[config.mk]
export PLATFORM = sky130hd
export DESIGN_NAME = spi_flash_sequencer
export DESIGN_NICKNAME = d
export VERILOG_FILES = /design/src/rtl/spi_flash_sequencer.sv
export SDC_FILE = /design/constraint.sdc
export NUM_CORES = 1
export LEC_CHECK = 0
export CORE_MARGIN = 2
export CORE_UTILIZATION = 45
export CTS_CLUSTER_SIZE = 14
export DETAILED_ROUTE_END_ITERATION = 8
export GPL_ROUTABILITY_DRIVEN = 0
export PLACE_DENSITY = 0.75
export SYNTH_ARGS = -nofsm -noshare
export SYNTH_HDL_FRONTEND = slang
export SYNTH_SLANG_ARGS = --single-unit
[constraint.sdc]
create_clock -name clk -period 1.7 [get_ports clk]
set_input_delay 0.425 -clock clk [delete_from_list [all_inputs] [get_ports clk]]
set_output_delay 0.425 -clock clk [all_outputs]
set_load 0.02 [all_outputs]
[src/rtl/spi_flash_sequencer.sv]
// spi_flash_sequencer: arbitrates two requesters onto one M25P16-class SPI
// flash and runs RDID / READ transactions in SPI mode 0 at clk/2.
// Every output is driven straight from a register.
module spi_flash_sequencer #(
   parameter int LEN_W          = 8,
   parameter int CS_HIGH_CYCLES = 5
) (
   input  logic             clk,
   input  logic             reset,
   input  logic             req0,
   input  logic             cmd0,
   input  logic [23:0]      addr0,
   input  logic [LEN_W-1:0] len0,
   output logic             gnt0,
   output logic             rd_valid0,
   output logic             done0,
   input  logic             req1,
   input  logic             cmd1,
   input  logic [23:0]      addr1,
   input  logic [LEN_W-1:0] len1,
   output logic             gnt1,
   output logic             rd_valid1,
   output logic             done1,
   output logic [7:0]       rd_data,
   output logic             busy,
   output logic             SPICLK,
   output logic             SPIMOSI,
   input  logic             SPIMISO,
   output logic             chip_select
);

   localparam int CNT_W = (CS_HIGH_CYCLES > 1) ? $clog2(CS_HIGH_CYCLES) : 1;

   typedef enum logic [2:0] {
      S_IDLE, S_ZERO, S_SETUP, S_SHIFT, S_HOLD, S_DESEL
   } state_t;

   state_t           r_state, w_state_next;
   logic             r_port, w_port_next;
   logic             r_last_grant, w_last_grant_next;
   logic [31:0]      r_tx, w_tx_next;           // opcode + address, shifted out MSB first
   logic [2:0]       r_bit, w_bit_next;         // bit position inside the current byte
   logic [2:0]       r_hdr_left, w_hdr_left_next;   // header bytes still to send
   logic [LEN_W-1:0] r_data_left, w_data_left_next; // data bytes still to receive
   logic             r_last, w_last_next;       // final bit of the transaction is in flight
   logic [7:0]       r_rx, w_rx_next;
   logic [CNT_W-1:0] r_cnt, w_cnt_next;
   logic             r_gnt0, w_gnt0_next, r_gnt1, w_gnt1_next;
   logic             r_rdv0, w_rdv0_next, r_rdv1, w_rdv1_next;
   logic             r_done0, w_done0_next, r_done1, w_done1_next;
   logic [7:0]       r_rd_data, w_rd_data_next;
   logic             r_busy, w_busy_next;
   logic             r_sclk, w_sclk_next;
   logic             r_mosi, w_mosi_next;
   logic             r_cs, w_cs_next;

   // Arbitration: a tie goes to the port that was not granted last.
   logic             w_any_req, w_pick, w_cmd, w_zero_len;
   logic [23:0]      w_addr;
   logic [LEN_W-1:0] w_len;
   logic [7:0]       w_rx_byte;

   assign w_any_req  = req0 | req1;
   assign w_pick     = (req0 & req1) ? ~r_last_grant : req1;
   assign w_cmd      = w_pick ? cmd1 : cmd0;
   assign w_addr     = w_pick ? addr1 : addr0;
   assign w_len      = w_pick ? len1 : len0;
   assign w_zero_len = w_cmd && (w_len == '0);
   assign w_rx_byte  = {r_rx[6:0], SPIMISO};

   assign gnt0        = r_gnt0;
   assign gnt1        = r_gnt1;
   assign rd_valid0   = r_rdv0;
   assign rd_valid1   = r_rdv1;
   assign done0       = r_done0;
   assign done1       = r_done1;
   assign rd_data     = r_rd_data;
   assign busy        = r_busy;
   assign SPICLK      = r_sclk;
   assign SPIMOSI     = r_mosi;
   assign chip_select = r_cs;

   // State register; reset abandons any transaction with no DESEL wait.
   always_ff @(posedge clk) begin
      if (reset) r_state <= S_IDLE;
      else       r_state <= w_state_next;
   end

   // Next-state logic.
   always_comb begin
      w_state_next = r_state;
      case (r_state)
         S_IDLE:  if (w_any_req) w_state_next = w_zero_len ? S_ZERO : S_SETUP;
         S_ZERO:  w_state_next = S_IDLE;
         S_SETUP: w_state_next = S_SHIFT;
         S_SHIFT: if (r_sclk && r_last) w_state_next = S_HOLD;
         S_HOLD:  w_state_next = S_DESEL;
         S_DESEL: if (r_cnt == '0) w_state_next = S_IDLE;
         default: w_state_next = S_IDLE;
      endcase
   end

   // Output and datapath next values; pulses default low every cycle.
   always_comb begin
      w_port_next       = r_port;
      w_last_grant_next = r_last_grant;
      w_tx_next         = r_tx;
      w_bit_next        = r_bit;
      w_hdr_left_next   = r_hdr_left;
      w_data_left_next  = r_data_left;
      w_last_next       = r_last;
      w_rx_next         = r_rx;
      w_cnt_next        = r_cnt;
      w_gnt0_next       = 1'b0;
      w_gnt1_next       = 1'b0;
      w_rdv0_next       = 1'b0;
      w_rdv1_next       = 1'b0;
      w_done0_next      = 1'b0;
      w_done1_next      = 1'b0;
      w_rd_data_next    = r_rd_data;
      w_busy_next       = r_busy;
      w_sclk_next       = r_sclk;
      w_mosi_next       = r_mosi;
      w_cs_next         = r_cs;
      case (r_state)
         S_IDLE: begin
            if (w_any_req) begin
               w_port_next       = w_pick;
               w_last_grant_next = w_pick;
               w_gnt0_next       = ~w_pick;
               w_gnt1_next       = w_pick;
               w_busy_next       = 1'b1;
               // RDID sends zeros after the opcode while the ID bytes come back
               w_tx_next         = w_cmd ? {8'h03, w_addr} : {8'h9F, 24'h000000};
               w_hdr_left_next   = w_cmd ? 3'd4 : 3'd1;
               w_data_left_next  = w_cmd ? w_len : LEN_W'(3);
               w_bit_next        = 3'd0;
               w_last_next       = 1'b0;
            end
         end
         S_ZERO: begin
            w_done0_next = ~r_port;
            w_done1_next = r_port;
            w_busy_next  = 1'b0;
         end
         S_SETUP: begin
            w_cs_next   = 1'b0;
            w_sclk_next = 1'b0;
            w_mosi_next = r_tx[31];
         end
         S_SHIFT: begin
            if (!r_sclk) begin
               // rising SPICLK edge: MISO is captured on this same clk edge
               w_sclk_next = 1'b1;
               w_bit_next  = r_bit + 3'd1;
               if (r_hdr_left == 3'd0) begin
                  w_rx_next = w_rx_byte;
                  if (r_bit == 3'd7) begin
                     w_rd_data_next   = w_rx_byte;
                     w_rdv0_next      = ~r_port;
                     w_rdv1_next      = r_port;
                     w_data_left_next = r_data_left - LEN_W'(1);
                     w_last_next      = (r_data_left == LEN_W'(1));
                  end
               end else if (r_bit == 3'd7) begin
                  w_hdr_left_next = r_hdr_left - 3'd1;
               end
            end else begin
               // falling SPICLK edge: present the next MOSI bit
               w_sclk_next = 1'b0;
               if (r_last) begin
                  w_mosi_next = 1'b0;
               end else begin
                  w_mosi_next = r_tx[30];
                  w_tx_next   = {r_tx[30:0], 1'b0};
               end
            end
         end
         S_HOLD: begin
            w_cs_next    = 1'b1;
            w_done0_next = ~r_port;
            w_done1_next = r_port;
            w_cnt_next   = CNT_W'(CS_HIGH_CYCLES - 1);
         end
         S_DESEL: begin
            if (r_cnt == '0) w_busy_next = 1'b0;
            else             w_cnt_next  = r_cnt - CNT_W'(1);
         end
         default: ;
      endcase
   end

   // Datapath and output registers.
   always_ff @(posedge clk) begin
      if (reset) begin
         r_port       <= 1'b0;
         r_last_grant <= 1'b1;
         r_tx         <= '0;
         r_bit        <= '0;
         r_hdr_left   <= '0;
         r_data_left  <= '0;
         r_last       <= 1'b0;
         r_rx         <= '0;
         r_cnt        <= '0;
         r_gnt0       <= 1'b0;
         r_gnt1       <= 1'b0;
         r_rdv0       <= 1'b0;
         r_rdv1       <= 1'b0;
         r_done0      <= 1'b0;
         r_done1      <= 1'b0;
         r_rd_data    <= '0;
         r_busy       <= 1'b0;
         r_sclk       <= 1'b0;
         r_mosi       <= 1'b0;
         r_cs         <= 1'b1;
      end else begin
         r_port       <= w_port_next;
         r_last_grant <= w_last_grant_next;
         r_tx         <= w_tx_next;
         r_bit        <= w_bit_next;
         r_hdr_left   <= w_hdr_left_next;
         r_data_left  <= w_data_left_next;
         r_last       <= w_last_next;
         r_rx         <= w_rx_next;
         r_cnt        <= w_cnt_next;
         r_gnt0       <= w_gnt0_next;
         r_gnt1       <= w_gnt1_next;
         r_rdv0       <= w_rdv0_next;
         r_rdv1       <= w_rdv1_next;
         r_done0      <= w_done0_next;
         r_done1      <= w_done1_next;
         r_rd_data    <= w_rd_data_next;
         r_busy       <= w_busy_next;
         r_sclk       <= w_sclk_next;
         r_mosi       <= w_mosi_next;
         r_cs         <= w_cs_next;
      end
   end

endmodule
# Yosys cells after proc, flatten, opt, wreduce, memory -nomap -nowiden
# Index checks and enable logic that the tools add are counted.
[totals] ff_bits=80 elab_cells=125 output_inout_bits=18 in_bits=71
[classes] n_reduce_logical=26 addsub=4 n_eq_ne=17 bitwise=12 muxes=45
[op_table] operator="$mux 32" n=4
[op_table] operator="$pmux 32 s2" n=1
[op_table] operator="$mux 8" n=6
[op_table] operator="$mux 3" n=11
[op_table] operator="$mux 24" n=1
[op_table] operator="$ne 2x2->1 const B" n=10
[op_table] operator="$pmux 3 s2" n=3
[op_table] operator="$pmux 8 s2" n=1
[op_table] operator="$pmux 3 s5" n=1
[op_table] operator="$reduce_and 3->1" n=4
[op_table] operator="$mux 1" n=11
[op_table] operator="$not 1->1" n=10
[op_table] operator="$reduce_and 5->1" n=2
[op_table] operator="$eq 3x3->1 const B" n=3
[op_table] operator="$logic_not 3->1" n=3
[op_table] operator="$eq 8x1->1 const B" n=1
[op_table] operator="$logic_not 8->1" n=1
[op_table] operator="$pmux 1 s2" n=4
[op_table] operator="$reduce_and 4->1" n=2
[op_table] operator="$reduce_bool 2->1" n=4
[op_table] operator="$sub 8x1->8 const B" n=1
[op_table] operator="$eq 3x2->1 const B" n=2
[op_table] operator="$reduce_and 2->1" n=3
[op_table] operator="$sub 3x1->3 const B" n=2
[op_table] operator="other kinds (11)" n=13

# Longest topological paths before layout
# Gate-level depths: netlist of the first run.
[logic_depth] word_depth=8 mapped_depth=9 ltp_nobuf=7

# Worst setup path after synthesis of the first run
# OpenSTA, ideal clock, no wires.
[synth_timing] kind="input to register" startpoint="in req0" endpoint="reg r_tx[4]" setup_slack_ns=-0.100 cell_stages=8 required_ns=1.568 path_buffers=3 arrival_time_ns=1.669 setup_ns=0.132 path_cell_list="buf_2 -> a21bo_1 -> buf_2 -> mux2i_2 -> nor2_4 -> buf_2 -> a221oi_1 -> nor3_1"
[synth_between] elab_chain_len=6 elab_cells_between_ends=10 classes_between="1 x eq/ne; 6 x mux; 2 x bitwise; 1 x reduce/logical"
[synth_rtl] item="from (decl)" line_no="10" text="input logic req0,"
[synth_rtl] item="$and 1x1->1" line_no="64" text="assign w_pick = (req0 & req1) ? ~r_last_grant : req1;"
[synth_rtl] item="$mux 1" line_no="64"
[synth_rtl] item="$mux 24 or $mux 1 (tied branches)" line_no="66, 65"
[synth_rtl] item="$mux 32" line_no="134" text="w_tx_next = w_cmd ? {8'h03, w_addr} : {8'h9F, 24'h000000};"
[synth_rtl] item="$mux 32" line_no="127" text="if (w_any_req) begin"
[synth_rtl] item="$pmux 32 s2" line_no="125" text="case (r_state)"
[synth_rtl] item="to (signal assigned)" line_no="219" text="r_tx <= w_tx_next;"
[synth_rtl] item="to (decl)" line_no="41" text="logic [31:0] r_tx, w_tx_next;"
# Several ways; a longest one is shown, not always the timed one. The select of a mux whose other input is x is not followed.
# A chain may end at the register's enable or synchronous reset.

# Worst setup path in the final report of the first run
[layout_timing] startpoint="reg r_last_grant" endpoint="reg r_hdr_left[0]"
[layout_between] elab_chain_len=6
[layout_rtl] item="from (decl)" line_no="40" text="logic r_last_grant, w_last_grant_next;"
[layout_rtl] item="from (signal assigned)" line_no="218" text="r_last_grant <= w_last_grant_next;"
[layout_rtl] item="$not 1->1" line_no="64"
[layout_rtl] item="$mux 1" line_no="64"
[layout_rtl] item="$mux 1" line_no="65" text="assign w_cmd = w_pick ? cmd1 : cmd0;"
[layout_rtl] item="$mux 3" line_no="135" text="w_hdr_left_next = w_cmd ? 3'd4 : 3'd1;"
[layout_rtl] item="$mux 3" line_no="127"
[layout_rtl] item="$pmux 3 s2" line_no="125"
[layout_rtl] item="to (signal assigned)" line_no="221" text="r_hdr_left <= w_hdr_left_next;"
[layout_rtl] item="to (decl)" line_no="43" text="logic [2:0] r_hdr_left, w_hdr_left_next;"
# Every way passes these cells. The select of a mux whose other input is x is not followed.

==> summary.txt, run 1 <==
Run status
  • Status: finished, final reports clean

Finish
  • Fraction of layout cells with a size suffix above 1: 0.179
  • Syn-to-layout area delta: 44.4%
  • Non-Filler Instances: between 700 and 800
  • Final instance area: roughly 5700 um^2
  • Final net count: 715
  • Diode count: 0

Placement
  • Dpl cells: ~730
  • DP HPWL: 7510 um
  • Post-DP Area: 5350 um^2
  • Worst slack at placement: -548 ps
  • Port bufs: 88

Global route
  • GRT Util Overall: 0.215
  • GRT overflow: 0
  • First-pass GRT wire length: between 15,000 and 20,000 um
  • Vias in the first global route: 3,868
  • Largest net degree at the start of global routing: 33
  • Initial antenna violation count: 0

Synth
  • Yosys cell types: 54
  • FFs w/ async S/R, synth: 0
  • Syn nets: 602
  • Syn_area_per_cell: 7.61 um^2
  • #FFs+latches synth: 80
  • Number of enable flip-flop cells after synthesis: 0
  • Post-Synthesis Cells: between 500 and 600
  • Yosys warns: 0
  • Ys flop type: dfxtp_1
  • Syn Std Cell Area: 3980 um^2
  • Seq/Total Area, Yosys: 0.402

Detailed routing
  • Iter 0 DRT Violations: roughly 250
  • Metal-1 WL: 4520 um
  • Total routed wirelength: roughly 10,000 um
  • Vias per inst: about 5.5
  • Via count: between 4,000 and 5,000
  • DRT antenna net count: 0
  • Drc violations: 0
  • DR WL/cell: about 14 um
  • Pre-antenna DRT Iters: 4
  • DR top layer: met4
  • Met3 wire length: 602 um
  • Met2 routed WL: between 5000 and 6000 um

Timing
  • Ratio of final minimum period to clock period: 0.974
  • Fmax: 0.604 GHz
  • Final setup vio count: 0
  • Final Hold Viols: 0
  • Min Tclk post-route: 1660 ps
  • Fin Clk Skew: between 10 and 15 ps
  • Final Max Tran Viols: 0
  • Hold slack: 455 ps
  • RSZ-0062 raised after global routing: true
  • Slew @ Worst Pin: around 540 ps
  • Worst setup margin: 45.0 ps
  • Slew Limit Headroom: 0.637

Floorplanning
  • Core Region: ~8600 um^2
  • # rows: 34
  • Die area: 9620 um^2
  • Die height: 98.1 um
  • Starting density of the core: 0.461
  • DIE WIDTH: approximately 98 um
  • Boundary pin count: just under 90

Critical path
  • Worst EP required: approximately 2000 ps
  • Startpoint Class: flop
  • Crit Path Category: reg -> reg
  • Crit path capture type: flop
  • Worst-path maximum fanout: 5
  • Crit path DAT: slightly below 2000 ps

Clocking
  • CTS root buf: clkbuf_8
  • # H-tree levels: 3
  • Clock Sinks: 80
  • Clock buffer count from CTS: 9
  • TritonCTS clock tree: built
  • Clk buf depth: 2
  • Worst skew pair latency: approximately 350 ps
  • Hold bufs inserted after CTS: 0
  • CTS clk-pin slew, worst paths: 80 ps

Power and ir drop
  • Power consumption: between 4000 and 5000 uW
  • Peak supply drop: 0.451 mV
  • Cell area power density: around 840 nW/um^2
  • Leakage power: 0.00241 uW

Run
  • Maxcap violations: 0

Min path
  • Min-delay worst type: reg -> reg
[what timing repair did]
action,in CTS,in global routing
buffers inserted,3,0
cloned,1,0
resized for setup,25,31
endpoints found under the setup margin,66,44
pin swaps,6,2
[cells in the mapped netlist (all sizes together) (2+ instances only)]
| cell | number | area share |
|---|---|---|
| inv | 9 | 0.0085 |
| or2 | 3 | 0.0047 |
| a211oi | 6 | 0.011 |
| ha | 8 | 0.025 |
| nor2 | 65 | 0.065 |
| dfxtp | 80 | 0.40 |
| or2b | 2 | 0.0038 |
| nor3b | 5 | 0.0094 |
| o21bai | 3 | 0.0057 |
| buf | 18 | 0.026 |
| a311o | 2 | 0.0050 |
| nand3 | 17 | 0.021 |
| a22oi | 5 | 0.0094 |
| nand2 | 105 | 0.099 |
| nand2b | 5 | 0.0097 |
| and2 | 4 | 0.0069 |
| a311oi | 2 | 0.0044 |
| or4 | 2 | 0.0038 |
| a221oi | 24 | 0.053 |
| xor2 | 2 | 0.0044 |
| nand3b | 4 | 0.0075 |
| a21oi | 37 | 0.046 |
| a31oi | 2 | 0.0031 |
| nor4 | 5 | 0.0094 |
| nor3 | 43 | 0.055 |
| o21ai | 18 | 0.023 |
| mux2i | 8 | 0.021 |
| or3 | 3 | 0.0047 |
| clkbuf | 23 | 0.022 |
[state kept, by name (all words and copies together) (netlist names), 3 cells and up]
| signal | cells |
|---|---|
| r_tx | 32 |
| r_data_left | 8 |
| rd_data | 8 |
| r_rx | 7 |
| r_bit | 3 |
| r_cnt | 3 |
| r_hdr_left | 3 |
| r_state | 3 |
[critical path, stage by stage, from the launching register on]
cell	delay (ps)
dfxtp_2	330
a21bo_1	210
buf_12	140
mux2i_4	200
nor2_4	90
buf_12	160
or3_1	340
a21oi_1	130
[layout make-up]
type / count / area [um^2]
fill: 694 / 2890
multi-input combinational: 393 / 2320
sequential: 80 / 1620
timing repair buffer: 143 / 1440
clock buffer: 10 / 138
tap: 108 / 135
clock inverter: 6 / 66.3
inverter: 9 / 33.8
[power breakdown]
group          switching, uW  internal, uW  total [uW]  leakage [uW]
clock                    710           721        1430     0.0000949
sequential               102          2020        2120      0.000657
combinational            629           662        1290       0.00165
[metrics by stage]
stage                     TNS (ps)   util
after floorplan                  0      -
after global placement      -19620  0.620
after detailed placement    -20790  0.620
after CTS                        0  0.650
after global routing         -62.6  0.666
final                            0  0.666
[logic make-up after synthesis]
kind of cell / count (synthesis) / share of synthesized area
XOR/XNOR: 2 / 0.00440
flip-flops: 80 / 0.402
multiplexers: 8 / 0.0210
AND/OR/NAND/NOR: 271 / 0.319
AO/OA/AOI/OAI: 104 / 0.172
buffers and inverters: 50 / 0.0562
adder cells (fa/ha/maj): 8 / 0.0251
[path summary, 6_finish.rpt]
| check | end | cells past startpoint | slack [ps] | start |
|---|---|---|---|---|
| max | r_hdr_left[0] | 7 | 40 | r_last_grant |
| min | rd_data[3] | 2 | 460 | rd_data[3] |
| min reg2reg | rd_data[3] | 2 | 460 | rd_data[3] |
| max reg2reg | r_hdr_left[0] | 7 | 40 | r_last_grant |
[per-layer routing]
layer,vias up,track usage
met5,-,0
met4,0,0.0630
met3,22,0.0508
met2,130,0.367
met1,1898,0.272
li1,2052,-
[placed cells by master, fill, tap and decap left out, drive strengths merged, types with 2 or more instances in the layout]
| cell type | instances |
|---|---|
| xor2 | 2 |
| nor3b | 5 |
| inv | 10 |
| nand3 | 17 |
| nor2 | 65 |
| nand2b | 5 |
| a311o | 2 |
| clkdlybuf4s50 | 67 |
| and2 | 4 |
| a21oi | 37 |
| ha | 8 |
| buf | 56 |
| dlygate4sd2 | 17 |
| mux2i | 8 |
| a31oi | 2 |
| o21bai | 3 |
| or4 | 2 |
| clkinvlp | 3 |
| nor4 | 5 |
| a221oi | 24 |
| nor3 | 43 |
| clkbuf | 10 |
| or2b | 2 |
| nand3b | 4 |
| or3 | 3 |
| a311oi | 2 |
| a22oi | 5 |
| dlymetal6s2s | 2 |
| a211oi | 6 |
| o21ai | 18 |
| nand2 | 105 |
| dfxtp | 80 |
| or2 | 3 |
(Power assumes the default switching activity.)
==> run 2: changes to the inputs <==
--- a/config.mk
+++ b/config.mk
@@ -5,6 +5,8 @@
 export SDC_FILE = /design/constraint.sdc
 export NUM_CORES = 1
 export LEC_CHECK = 0
+export ABC_CLOCK_PERIOD_IN_PS = 1700
+export CAP_MARGIN = 25
 export CORE_MARGIN = 2
 export CORE_UTILIZATION = 45
 export CTS_CLUSTER_SIZE = 14
==> results of run 2 <==
Same layout as run 1: the final DEF is identical, and so are final timing and power.
==> run 3: changes to the inputs <==
--- a/config.mk
+++ b/config.mk
@@ -6,13 +6,13 @@
 export NUM_CORES = 1
 export LEC_CHECK = 0
 export ABC_CLOCK_PERIOD_IN_PS = 1700
-export CAP_MARGIN = 25
+export CAP_MARGIN = 40
 export CORE_MARGIN = 2
-export CORE_UTILIZATION = 45
+export CORE_UTILIZATION = 40
 export CTS_CLUSTER_SIZE = 14
 export DETAILED_ROUTE_END_ITERATION = 8
 export GPL_ROUTABILITY_DRIVEN = 0
-export PLACE_DENSITY = 0.75
+export PLACE_DENSITY = 0.68
 export SYNTH_ARGS = -nofsm -noshare
 export SYNTH_HDL_FRONTEND = slang
 export SYNTH_SLANG_ARGS = --single-unit
==> run 3 against run 2 <==
- the run now ends with setup timing left
- first-iteration DRC count shrank 22%
- final area rose by 7.2%
- die area increased by 12%
- critical path type unchanged
- clock-buffer cell count decreased by 1
- global-route usage decreased by 1.1 points
- wire length grew 10%
- final cell count up 4.8%
- worst setup slack worse by 48 ps
- register-to-register slack lost 50 ps
- clock power up 14%
- sequential power about the same
- via count rose by 2.3%
- largest cell class unchanged
==> summary.txt, run 3 (same netlist as run 1, synthesis figures left out) <==
Finish
  • Fraction of layout cells with a size suffix above 1: 0.235 (was 0.179)
  • Most common cell after layout, fill and taps aside: nand2_1 (unchanged)
  • Non-Filler Instances: 785 (was 749)
  • Commonest cells after routing, fill and taps aside: nand2_1, dfxtp_1, clkdlybuf4s50_1, nor2_1, buf_4 (was nand2_1, dfxtp_1, clkdlybuf4s50_1, nor2_1)
  • Final net count: 726 (was 715)
  • Diode count: 0 (unchanged)
  • Syn-to-layout area delta: 54.7% (was 44.4%)
  • FILL cells: 812 (was 694)
  • Largest register by flop count: r_tx (unchanged)
  • Max FFs per register: 32 (unchanged)

Clocking
  • Clock buffer count from CTS: 9 (unchanged)
  • # H-tree levels: 3 (unchanged)
  • TritonCTS clock tree: built (unchanged)
  • Clk buf depth: 2 (unchanged)
  • Worst skew pair latency: 360 ps (was 350 ps)
  • Hold bufs inserted after CTS: 0 (unchanged)
  • CTS root buf: clkbuf_8 (unchanged)
  • CTS clk-pin slew, worst paths: 90 ps (was 80 ps)
  • Clock Sinks: 80 (unchanged)

Critical path
  • Worst r2r path cells: 9 (was 7)
  • Startpoint Class: flop (unchanged)
  • Crit path capture type: flop (unchanged)
  • Crit-path slowest cell: dfxtp_4 (was or3_1)
  • CP cell instances: nand2b_4, buf_6, nor4_4, buf_4, nor2_4, buf_6, buf_16, a221oi_4, nor3_1 (was a21bo_1, buf_12, mux2i_4, nor2_4, buf_12, or3_1, a21oi_1)
  • Crit path DAT: 1950 ps (was 1940 ps)
  • Worst-path maximum fanout: 8 (was 5)
  • Worst EP required: 1950 ps (was 1990 ps)
  • Critical path's largest stage delay: 370 ps (was 340 ps)
  • Cell mode on critical path: buf_6 (was buf_12)
  • Crit Path Category: reg -> reg (unchanged)

Timing
  • Slew @ Worst Pin: 473 ps (was 540 ps)
  • Final setup TNS: -2.99 ps (was 0 ps)
  • Fin Clk Skew: 13.7 ps (was 11.1 ps)
  • Final setup vio count: 1 (was 0)
  • Final Hold Viols: 0 (unchanged)
  • Final Max Tran Viols: 0 (unchanged)
  • Fmax: 0.587 GHz (was 0.604 GHz)
  • Worst setup margin: -2.99 ps (was 45.0 ps)
  • RSZ-0062 raised after global routing: true (unchanged)
  • Slew Limit Headroom: 0.682 (was 0.637)
  • Ratio of final minimum period to clock period: 1.00 (was 0.974)
  • Min Tclk post-route: 1700 ps (was 1660 ps)
  • Hold slack: 367 ps (was 455 ps)

Detailed routing
  • Pre-antenna DRT Iters: 5 (was 4)
  • Vias per inst: 5.35 (was 5.48)
  • Total routed wirelength: 11,400 um (was 10,400 um)
  • DR WL/cell: 14.6 um (was 13.8 um)
  • Via count: 4,198 (was 4,102)
  • Drc violations: 0 (unchanged)
  • DRT antenna net count: 0 (unchanged)
  • Iter 0 DRT Violations: 194 (was 249)

Run status
  • Violated checks: setup timing
  • Status: finished with violations (was finished, final reports clean)

Global route
  • Largest net degree at the start of global routing: 35 (was 33)
  • Vias in the first global route: 4,001 (was 3,868)
  • GRT Util Overall: 0.204 (was 0.215)
  • Top Usage Layer GRT: met2 (unchanged)
  • GRT overflow: 0 (unchanged)
  • Met3 GRT Util: 0.0472 (was 0.0508)
  • First-pass GRT wire length: 18,200 um (was 17,300 um)
  • GR Util met2: 0.357 (was 0.367)
  • Initial antenna violation count: 0 (unchanged)
  • M1 GR Usage: 0.246 (was 0.272)

Placement
  • Dpl cells: 753 (was 729)
  • Worst slack at placement: -529 ps (was -548 ps)
  • Port bufs: 88 (unchanged)
  • DP HPWL: 7450 um (was 7510 um)

Floorplanning
  • DIE WIDTH: 104 um (was 98.1 um)
  • # rows: 36 (was 34)
  • Core Region: 9730 um^2 (was 8640 um^2)
  • Boundary pin count: 89 (unchanged)
  • Starting density of the core: 0.409 (was 0.461)
  • Die area: 10,800 um^2 (was 9620 um^2)
  • Die height: 104 um (was 98.1 um)

Min path
  • Min-delay worst type: in -> reg (was reg -> reg)
  • Worst hold path cell count: 2 (unchanged)

Power and ir drop
  • Peak supply drop: 0.461 mV (was 0.451 mV)
  • Power consumption: 5270 uW (was 4840 uW)
  • Cell area power density: 855 nW/um^2 (was 842 nW/um^2)
  • Leakage power: 0.00259 uW (was 0.00241 uW)

Run
  • Maxcap violations: 0 (unchanged)
[run 3: cell types whose count changed in the layout (fill, tap and decap cells not counted), sizes merged]
cell	delta
buf	+8
clkinvlp	-2
dlymetal6s2s	+2
bufbuf	+1
bufinv	+1
clkbuf	+1
clkdlybuf4s15	-1
clkinv	+1
dlygate4sd2	-1
inv	+1
[run 3: path summary, 6_finish.rpt]
check / from / to / slack, ps
setup / recovery: r_state[2] / r_tx[20] / -3
hold / removal: reset / r_tx[0] / 370
setup reg to reg: r_state[2] / r_tx[20] / -3
hold reg to reg: rd_data[6] / rd_data[6] / 450
[run 3: through the flow]
stage	area [um^2]	utilization
final	6160	0.633
after global routing	6160	0.633
after CTS	5850	0.602
after detailed placement	5320	0.547
after global placement	5320	0.547
after floorplan	4040	-
[run 3: layer usage]
| layer | up-vias | part of all wire |
|---|---|---|
| met2 | 168 | 0.48 |
| met1 | 1919 | 0.44 |
| met5 | - | 0 |
| met4 | 0 | 0.028 |
| li1 | 2080 | - |
| met3 | 31 | 0.060 |
[run 3: layout make-up]
type,count,area (um^2),area share
clock buffers,9,124,0.0201
clock inverters,7,113,0.0183
inverters,9,33.8,0.00548
multi-input cells,393,2540,0.412
flip-flops and latches,80,1620,0.262
well taps,133,166,0.0270
repair buffers,154,1570,0.254
[run 3: timing repair]
action / CTS / global route
setup buffers: 8 / 4
gates cloned: 4 / 2
pin swaps: 5 / 25
setup endpoints to repair: 52 / 53
gates resized for setup: 50 / 57
hold endpoints to repair: 0 / 0
[run 3: critical path, delay by kind of cell, from the launching register on]
family	cells	cell delay, ps
AOI/OAI and AO/OA	1	200
buffers and inverters	4	570
and+or+nand+nor	4	460
DFF	1	370
[run 3: report_power, final]
part           internal [uW]  switching, uW  total (uW)
clock                    857            773        1630
combinational            775            738        1510
sequential              2010            114        2130
